--- config.mk ---
export PLATFORM = sky130hd
export DESIGN_NAME = bw_io_cmos2_pad_bank
export DESIGN_NICKNAME = d
export VERILOG_FILES = /design/src/rtl/bw_io_cmos2_pad_bank.sv
export SDC_FILE = /design/constraint.sdc
export NUM_CORES = 1
export LEC_CHECK = 0
export CAP_MARGIN = 20
export CORE_MARGIN = 2
export CORE_UTILIZATION = 30
export CTS_BUF_LIST = sky130_fd_sc_hd__clkbuf_4
export DETAILED_ROUTE_END_ITERATION = 16
export SLEW_MARGIN = 10
export SYNTH_ARGS = -nofsm -noshare
export SYNTH_HDL_FRONTEND = slang
export SYNTH_SLANG_ARGS = --single-unit
--- constraint.sdc ---
create_clock -name clk -period 2.6 [get_ports clk]
set_input_delay 0.26 -clock clk [delete_from_list [all_inputs] [get_ports clk]]
set_output_delay 0.26 -clock clk [all_outputs]
set_load 0.02 [all_outputs]
--- src/rtl/bw_io_cmos2_pad_bank.sv ---
// CMOS2 bidirectional pad bank: registered output path, break-before-make drive-code update,
// synchronised/debounced receive path. Optional boundary-scan mux under BW_IO_PAD_BSR_EN.
module bw_io_cmos2_pad_bank #(
    parameter int unsigned     NCH      = 8,
    parameter int unsigned     CBW      = 8,
    parameter logic [CBW-1:0]  CB_RST   = 8'h0F,
    parameter int unsigned     FILT_W   = 4,
    parameter int unsigned     TURN_CYC = 2
) (
    input  logic              clk,
    input  logic              rst_l,
    input  logic              por_l,
    input  logic [NCH-1:0]    core_data,
    input  logic [NCH-1:0]    core_oe,
    input  logic [CBW-1:0]    cfg_cbu,
    input  logic [CBW-1:0]    cfg_cbd,
    input  logic              cfg_vld,
    output logic              cfg_rdy,
    input  logic [FILT_W-1:0] filt_len,
    input  logic [NCH-1:0]    rcvr_data,
    input  logic [NCH-1:0]    sticky_clr,
`ifdef BW_IO_PAD_BSR_EN
    input  logic              bsr_mode,
    input  logic [NCH-1:0]    bsr_data,
    input  logic [NCH-1:0]    bsr_oe,
    output logic [NCH-1:0]    bsr_cap,
`endif
    output logic [NCH-1:0]    pad_data,
    output logic [NCH-1:0]    pad_oe,
    output logic [CBW-1:0]    pad_cbu,
    output logic [CBW-1:0]    pad_cbd,
    output logic [NCH-1:0]    to_core,
    output logic [NCH-1:0]    edge_evt,
    output logic [NCH-1:0]    edge_sticky
);

    localparam int unsigned TW = $clog2(TURN_CYC + 1);

    typedef enum logic [1:0] {StIdle, StDrain, StApply} state_e;

    state_e            state_q;
    logic [TW-1:0]     turn_q;
    logic [CBW-1:0]    cbu_q, cbd_q, pend_cbu_q, pend_cbd_q;
    logic              rdy_q;
    logic [NCH-1:0]    data_q, oe_q;
    logic [NCH-1:0]    data_src, oe_src;
    logic              freeze;
    logic [NCH-1:0]    sync_q1, sync_q2, core_q, evt_q, sticky_q;
    logic [FILT_W-1:0] cnt_q [NCH];

`ifdef BW_IO_PAD_BSR_EN
    assign data_src = bsr_mode ? bsr_data : core_data;
    assign oe_src   = bsr_mode ? bsr_oe : core_oe;
    assign freeze   = bsr_mode;
    assign bsr_cap  = sync_q2;
`else
    assign data_src = core_data;
    assign oe_src   = core_oe;
    assign freeze   = 1'b0;
`endif

    always_ff @(posedge clk) begin
        if (!rst_l) begin
            data_q <= '0;
            oe_q   <= '0;
        end else begin
            data_q <= data_src;
            oe_q   <= oe_src;
        end
    end

    // New codes land while every driver is tristated; enables return once DRAIN is left.
    always_ff @(posedge clk) begin
        if (!rst_l) begin
            state_q    <= StIdle;
            turn_q     <= '0;
            cbu_q      <= CB_RST;
            cbd_q      <= CB_RST;
            pend_cbu_q <= CB_RST;
            pend_cbd_q <= CB_RST;
            rdy_q      <= 1'b1;
        end else begin
            unique case (state_q)
                StIdle: begin
                    if (cfg_vld) begin
                        pend_cbu_q <= cfg_cbu;
                        pend_cbd_q <= cfg_cbd;
                        turn_q     <= TW'(TURN_CYC);
                        rdy_q      <= 1'b0;
                        state_q    <= StDrain;
                    end
                end
                StDrain: begin
                    if (turn_q == TW'(1)) begin
                        cbu_q   <= pend_cbu_q;
                        cbd_q   <= pend_cbd_q;
                        state_q <= StApply;
                    end else begin
                        turn_q <= turn_q - TW'(1);
                    end
                end
                StApply: begin
                    rdy_q   <= 1'b1;
                    state_q <= StIdle;
                end
                default: begin
                    rdy_q   <= 1'b1;
                    state_q <= StIdle;
                end
            endcase
        end
    end

    always_ff @(posedge clk) begin
        if (!rst_l) begin
            sync_q1  <= '0;
            sync_q2  <= '0;
            core_q   <= '0;
            evt_q    <= '0;
            sticky_q <= '0;
            for (int i = 0; i < NCH; i++) cnt_q[i] <= '0;
        end else begin
            sync_q1 <= rcvr_data;
            sync_q2 <= sync_q1;
            if (freeze) begin
                evt_q <= '0;
            end else begin
                sticky_q <= (sticky_q & ~sticky_clr) | evt_q;
                for (int i = 0; i < NCH; i++) begin
                    evt_q[i] <= 1'b0;
                    if (sync_q2[i] == core_q[i]) begin
                        cnt_q[i] <= '0;
                    end else if (cnt_q[i] >= filt_len) begin
                        core_q[i] <= sync_q2[i];
                        cnt_q[i]  <= '0;
                        evt_q[i]  <= 1'b1;
                    end else begin
                        cnt_q[i] <= cnt_q[i] + FILT_W'(1);
                    end
                end
            end
        end
    end

    assign cfg_rdy     = rdy_q;
    assign pad_data    = data_q;
    assign pad_oe      = oe_q & {NCH{por_l}} & ~{NCH{state_q == StDrain}};
    assign pad_cbu     = cbu_q;
    assign pad_cbd     = cbd_q;
    assign to_core     = core_q;
    assign edge_evt    = evt_q;
    assign edge_sticky = sticky_q;

endmodule

# After elaboration in Yosys (flattened, before gate mapping)
# Memories as Yosys holds them, arrays and structs flattened.
# Index checks and enable logic that the tools add are counted.
[word_totals]
reg_bits = 93
latch_bits = 0
ram_bits = 32
rom_bits = 0
in_bits = 56
output_inout_bits = 57
word_cells = 227
n_memories = 1
[memory_table]
columns = ["name", "words", "word_bits", "read_ports", "rd_ports_with_merged_regs", "write_ports", "line", "text"]
rows = [
  ["cnt_q", 8, 4, 8, 0, 8, "49", "logic [FILT_W-1:0] cnt_q [NCH];"],
]
[classes]
n_addsub = 9
n_mul = 0
div_mod_pow = 0
order_cmp = 8
eq_ne = 13
shift = 0
mux = 121
bitwise = 39
reduce_logical = 15
[ops]
columns = ["operator", "n"]
rows = [
  ["$mux W4", 24],
  ["$mux W1", 90],
  ["$add A4 B1 Y4 const B", 8],
  ["$ge A4 B4 Y1", 8],
  ["$and A8 B8 Y8", 3],
  ["$or A1 B1 Y1", 24],
  ["$reduce_and A2 Y1", 12],
  ["$not A8 Y8", 2],
  ["$not A1 Y1", 9],
  ["$eq A1 B1 Y1", 8],
  ["$mux W2", 4],
  ["$or A8 B8 Y8", 1],
  ["$pmux W2 S2", 2],
  ["$ne A2 B2 Y1 const B", 3],
  ["$eq A2 B1 Y1 const B", 2],
  ["$reduce_and A3 Y1", 1],
  ["$logic_not A2 Y1", 1],
  ["$pmux W1 S2", 1],
  ["$reduce_bool A2 Y1", 1],
  ["$sub A2 B1 Y2 const B", 1],
]

# Longest topological paths before layout
# An unclocked memory read counts as a cell.
[logic_depth]
ltp_word = 8
ltp_mapped = 7
mapped_depth_nobuf = 6

# Least setup slack after synthesis
# Ideal clock, no wire load.
[synth_path]
path_kind = "input-to-reg"
start = "in filt_len[1]"
end = "mem cnt_q[2][2], in the netlist cnt_q[0][10] (data pin)"
setup_ns = 0.139
arrival_ns = 1.540
t_required_ns = 2.461
path_slack_ns = 0.922
stages = 6
path_buffers = 0
cell_sequence = "inv_1 > ha_1 > nor2b_1 > o211a_1 > a2111o_1 > nor2_1"
[synth_rtl]
columns = ["element", "line", "text"]
rows = [
  ["start: declaration", "19", "input logic [FILT_W-1:0] filt_len,"],
  ["end: declaration", "49", ""],
]

# Worst setup path in the final report
[layout_path]
start = "reg state_q[0]"
end = "out pad_oe[7]"
[layout_between]
elab_chain_len = 3
[layout_lines]
columns = ["element", "line", "text"]
rows = [
  ["start: declaration", "41", "state_e state_q;"],
  ["start signal: assignment", "75", "state_q <= StIdle;"],
  ["start signal: assignment", "90", "state_q <= StDrain;"],
  ["start signal: assignment", "97", "state_q <= StApply;"],
  ["$eq A2 B1 Y1", "147", "assign pad_oe = oe_q & {NCH{por_l}} & ~{NCH{state_q == StDrain}};"],
  ["$not A8 Y8", "147", ""],
  ["$and A8 B8 Y8", "147", ""],
  ["end: declaration", "29", "output logic [NCH-1:0] pad_oe,"],
]
# No other way between the ends.

==> impl_results.md <==
* Slew headroom at 0.5554
* Routed WL per cell at 12.13 microns
* Flop-to-flop setup slack at 0.78 ns
* Remaining DRCs at 0
* Final WL at 10970 microns
* Worst hold path depth at 2
* Post-route ant nets at 0
* Area of the multi-input gates at 2426 sq um
* Syn avg cell area at 10.24 sq um
* Nature of the critical path endpoint: primary output
* Worst hold path startpoint: rst_l
* Row count at 48
* Post-route setup slack at 0.2291 ns
* Leak Pwr at around 3.0 nW
* Pre-Repair DR Iteration Count at 4
* I/O pins at 113
* Distinct cells, synth at 35
* Crit-path max FO at 8
* First-pass GRT wire length at between 15000 and 20000 microns
* Min-Delay Endpoint: edge_sticky[4]$_SDFF_PN0_
* Cts bufs inserted at 17
* Setup TNS at 0 ns
* Cell mode on critical path: nor2b_2
* Die Footprint at 18730 sq um
* FF-to-FF path depth at 5
* Critical Path AT at 2.11 ns
* Min cycle time layout at 2.371 ns
* Synth warnings at 0
* Vias in the first global route at 3933
* Starting density of the core at 0.3061
* GRT Residual Overflow at 0
* Min-Delay Path Class: in -> reg
* Slew Limit Fails at 0
* Detailed Route Iter0 Violations at 109
* NumNets Final at 763
* Ant diodes at 0
* Core area at 17300 sq um
* TritonCTS clock tree: built
* CTS H-tree depth at 4
* Worst path slowest cell: clkdlybuf4s50_1
* Final Cycle Share at 0.9119
* Reg clk slew, reported paths at 0.10 ns
* Startpoint types: flop
* Hold Vio Cnt, Final at 0
* #FFs+latches synth at 125
* Transition time of the tightest slew-check pin at ~0.67 ns
* Clock Skews at 0.01614 ns
* Initial antenna violation count at 0
* Total power at 4.094 mW
* Max_cap viols at 0
* RR Startpoint: cnt_q[0][13]$_SDFFCE_PN0P_
* Core Util, Final at 0.4090
* PD cells at 578.7 nW/um^2
* Vias after detailed routing at 3917
* Inst Count DP at 872
* Final Non-Filler Cells at 904
* Die W at 136.9 microns
* Worst path cell trace: nor2b_2 -> nor2b_2 -> and2_1 -> clkdlybuf4s50_1
* Post-CTS Setup Bufs at 0
* CP peak stage delay at just over 0.6 ns
* Total track usage at 0.1275
* DP Worst Slack at 0.2008 ns
* Gate Count Post-Synth at slightly above 500
* CTS root buffer: clkbuf_4
* Seq/Total Area, Yosys at 0.5331
* Dpl hpwl at 7984 microns
* FMAX at 421.8 MHz
* Vias per inst at 4.333
* RR Endpoint: cnt_q[0][15]$_SDFFCE_PN0P_
* Final-layout fill cell count at 1706
* Critical path class: reg -> out
* Pin count of the biggest net entering global routing at 59
* Setup violations, final at 0
* Cts hold-fix bufs at 0
* Worst EP required at 2.34 ns
* Port bufs at between 100 and 150
* Area delta synth->final at 33.60%
* FF+latch area at approximately 2800 sq um
* DIE HEIGHT at between 100 and 150 microns
* Share of cells above drive strength 1 at 0.05744
* Clk buf depth at 2
* Status: finished, final reports clean
* Num Clock Sinks at 125
* Final GP Congestion at 0.7377
* RSZ-0062 raised after global routing: false
* Mapped Area at 5295 sq um
* Clk_lat worst skew at 0.53 ns
* Peak supply drop at 269.4 uV
[cells by family after synthesis]
family / count (synthesis) / share of synthesized area
xor+xnor: 24 / 0.03970
flops: 125 / 0.5331
buf+inv: 38 / 0.03119
compound gates: 61 / 0.08908
fa+ha+maj: 41 / 0.09688
other cells: 1 / 0.0007082
simple gates: 219 / 0.1942
mux: 8 / 0.01512
[power by group]
part / internal (mW) / switching, mW
Sequential: 2.08 / 0.0514
Combinational: 0.250 / 0.231
Clock: 0.789 / 0.691
Total: 3.12 / 0.974
[cell usage after synthesis (all sizes together)]
cell type	count	area [sq um]
nor3	1	10.01
o21ai	3	15.01
nand2	89	334.1
inv	21	78.83
and3	1	6.260
a31oi	1	6.260
or3b	2	17.52
xor2	16	140.1
nand3	25	125.1
conb	1	3.750
nand3b	1	7.510
mux2i	8	80.08
xnor2	8	70.07
ha	41	513.0
a211oi	3	22.52
nor2b	13	83.83
o211a	3	30.03
nor2	40	150.1
edfxtp	32	960.9
nand2b	5	31.28
buf	7	48.79
a2111o	3	33.78
a211o	10	87.58
dfxtp	93	1862
a21boi	17	127.6
a21oi	5	25.02
and2	42	262.8
a31o	3	26.28
clkbuf	10	37.54
o21a	13	97.59
[worst max-delay path: cells and delay by family, from the launching register on]
| family | cells | cell delay, ns |
|---|---|---|
| flip-flops | 1 | 0.36 |
| AND/OR/NAND/NOR | 3 | 0.62 |
| buffers and inverters | 1 | 0.62 |
[flip-flops by register name, indices dropped and copies added, names as in the netlist]
register     flops
sync_q1          8
to_core          8
pad_cbd          8
cnt_q           32
cfg_rdy          1
pad_data         8
edge_evt         8
sync_q2          8
state_q          2
pad_cbu          8
oe_q             8
pend_cbd_q       8
turn_q           2
edge_sticky      8
pend_cbu_q       8
[placed cells by master, fill, tap and decap left out, drive strengths merged]
master,instances
a211o,10
o21ai,3
conb,32
a31o,3
clkdlybuf4s50,111
dfxtp,93
a211oi,3
nand3,25
clkbuf,21
bufinv,4
xnor2,8
and3,1
mux2i,8
nand2,89
clkinv,6
o21a,13
xor2,16
and2,42
nand3b,1
nor2b,13
inv,22
buf,5
nand2b,5
a21oi,5
a21boi,17
nor2,40
o211a,3
nor3,1
a2111o,3
a31oi,1
edfxtp,32
or3b,2
ha,41
[repair_timing]
item,4_1_cts,5_1_grt
endpoints found under the setup margin,8,0
gates resized for setup,1,0
endpoints found under the hold margin,0,0
[area by class of cell]
class                   instances  share of cell area
clock buffers                  21             0.02229
clock inverters                11             0.02105
inverters                      21             0.01114
multi-input cells             385              0.3429
flip-flops and latches        125              0.3990
well taps                     225             0.03979
repair buffers                116              0.1638
[metrics by stage]
stage               hold WS [ns]  cell area (sq um)
floorplan                 0.3842               5411
global placement          0.4146               6765
detailed placement        0.4195               6765
CTS                       0.1713               7074
global route              0.1947               7074
finish                    0.2346               7074
[per-layer routing]
| layer | global-route usage | share of wire | vias to the layer above |
|---|---|---|---|
| met1 | 0.1497 | 0.46 | 1808 |
| met3 | 0.05630 | 0.068 | 13 |
| met5 | 0 | 0 | - |
| met4 | 0.04754 | 0.016 | 0 |
| met2 | 0.2058 | 0.46 | 91 |
| li1 | - | - | 2005 |
[worst max-delay path by stage]
stage	end	slack [ns]	depth (start not counted)	startpoint
6_report	pad_oe[7]	0.23	4	state_q[0]$_SDFFE_PN0P_
5_1_grt	pad_oe[3]	0.01	4	state_q[0]$_SDFFE_PN0P_
4_1_cts	pad_oe[3]	0.11	4	state_q[0]$_SDFFE_PN0P_
3_5_place_dp	cnt_q[1][2]$_SDFFCE_PN0P_	0.20	6	filt_len[0]
3_3_place_gp	cnt_q[1][15]$_SDFFCE_PN0P_	0.23	6	filt_len[0]
2_1_floorplan	cnt_q[0][10]$_SDFFCE_PN0P_	0.92	6	filt_len[1]
No activity file was read; power rests on OpenSTA's default activity.
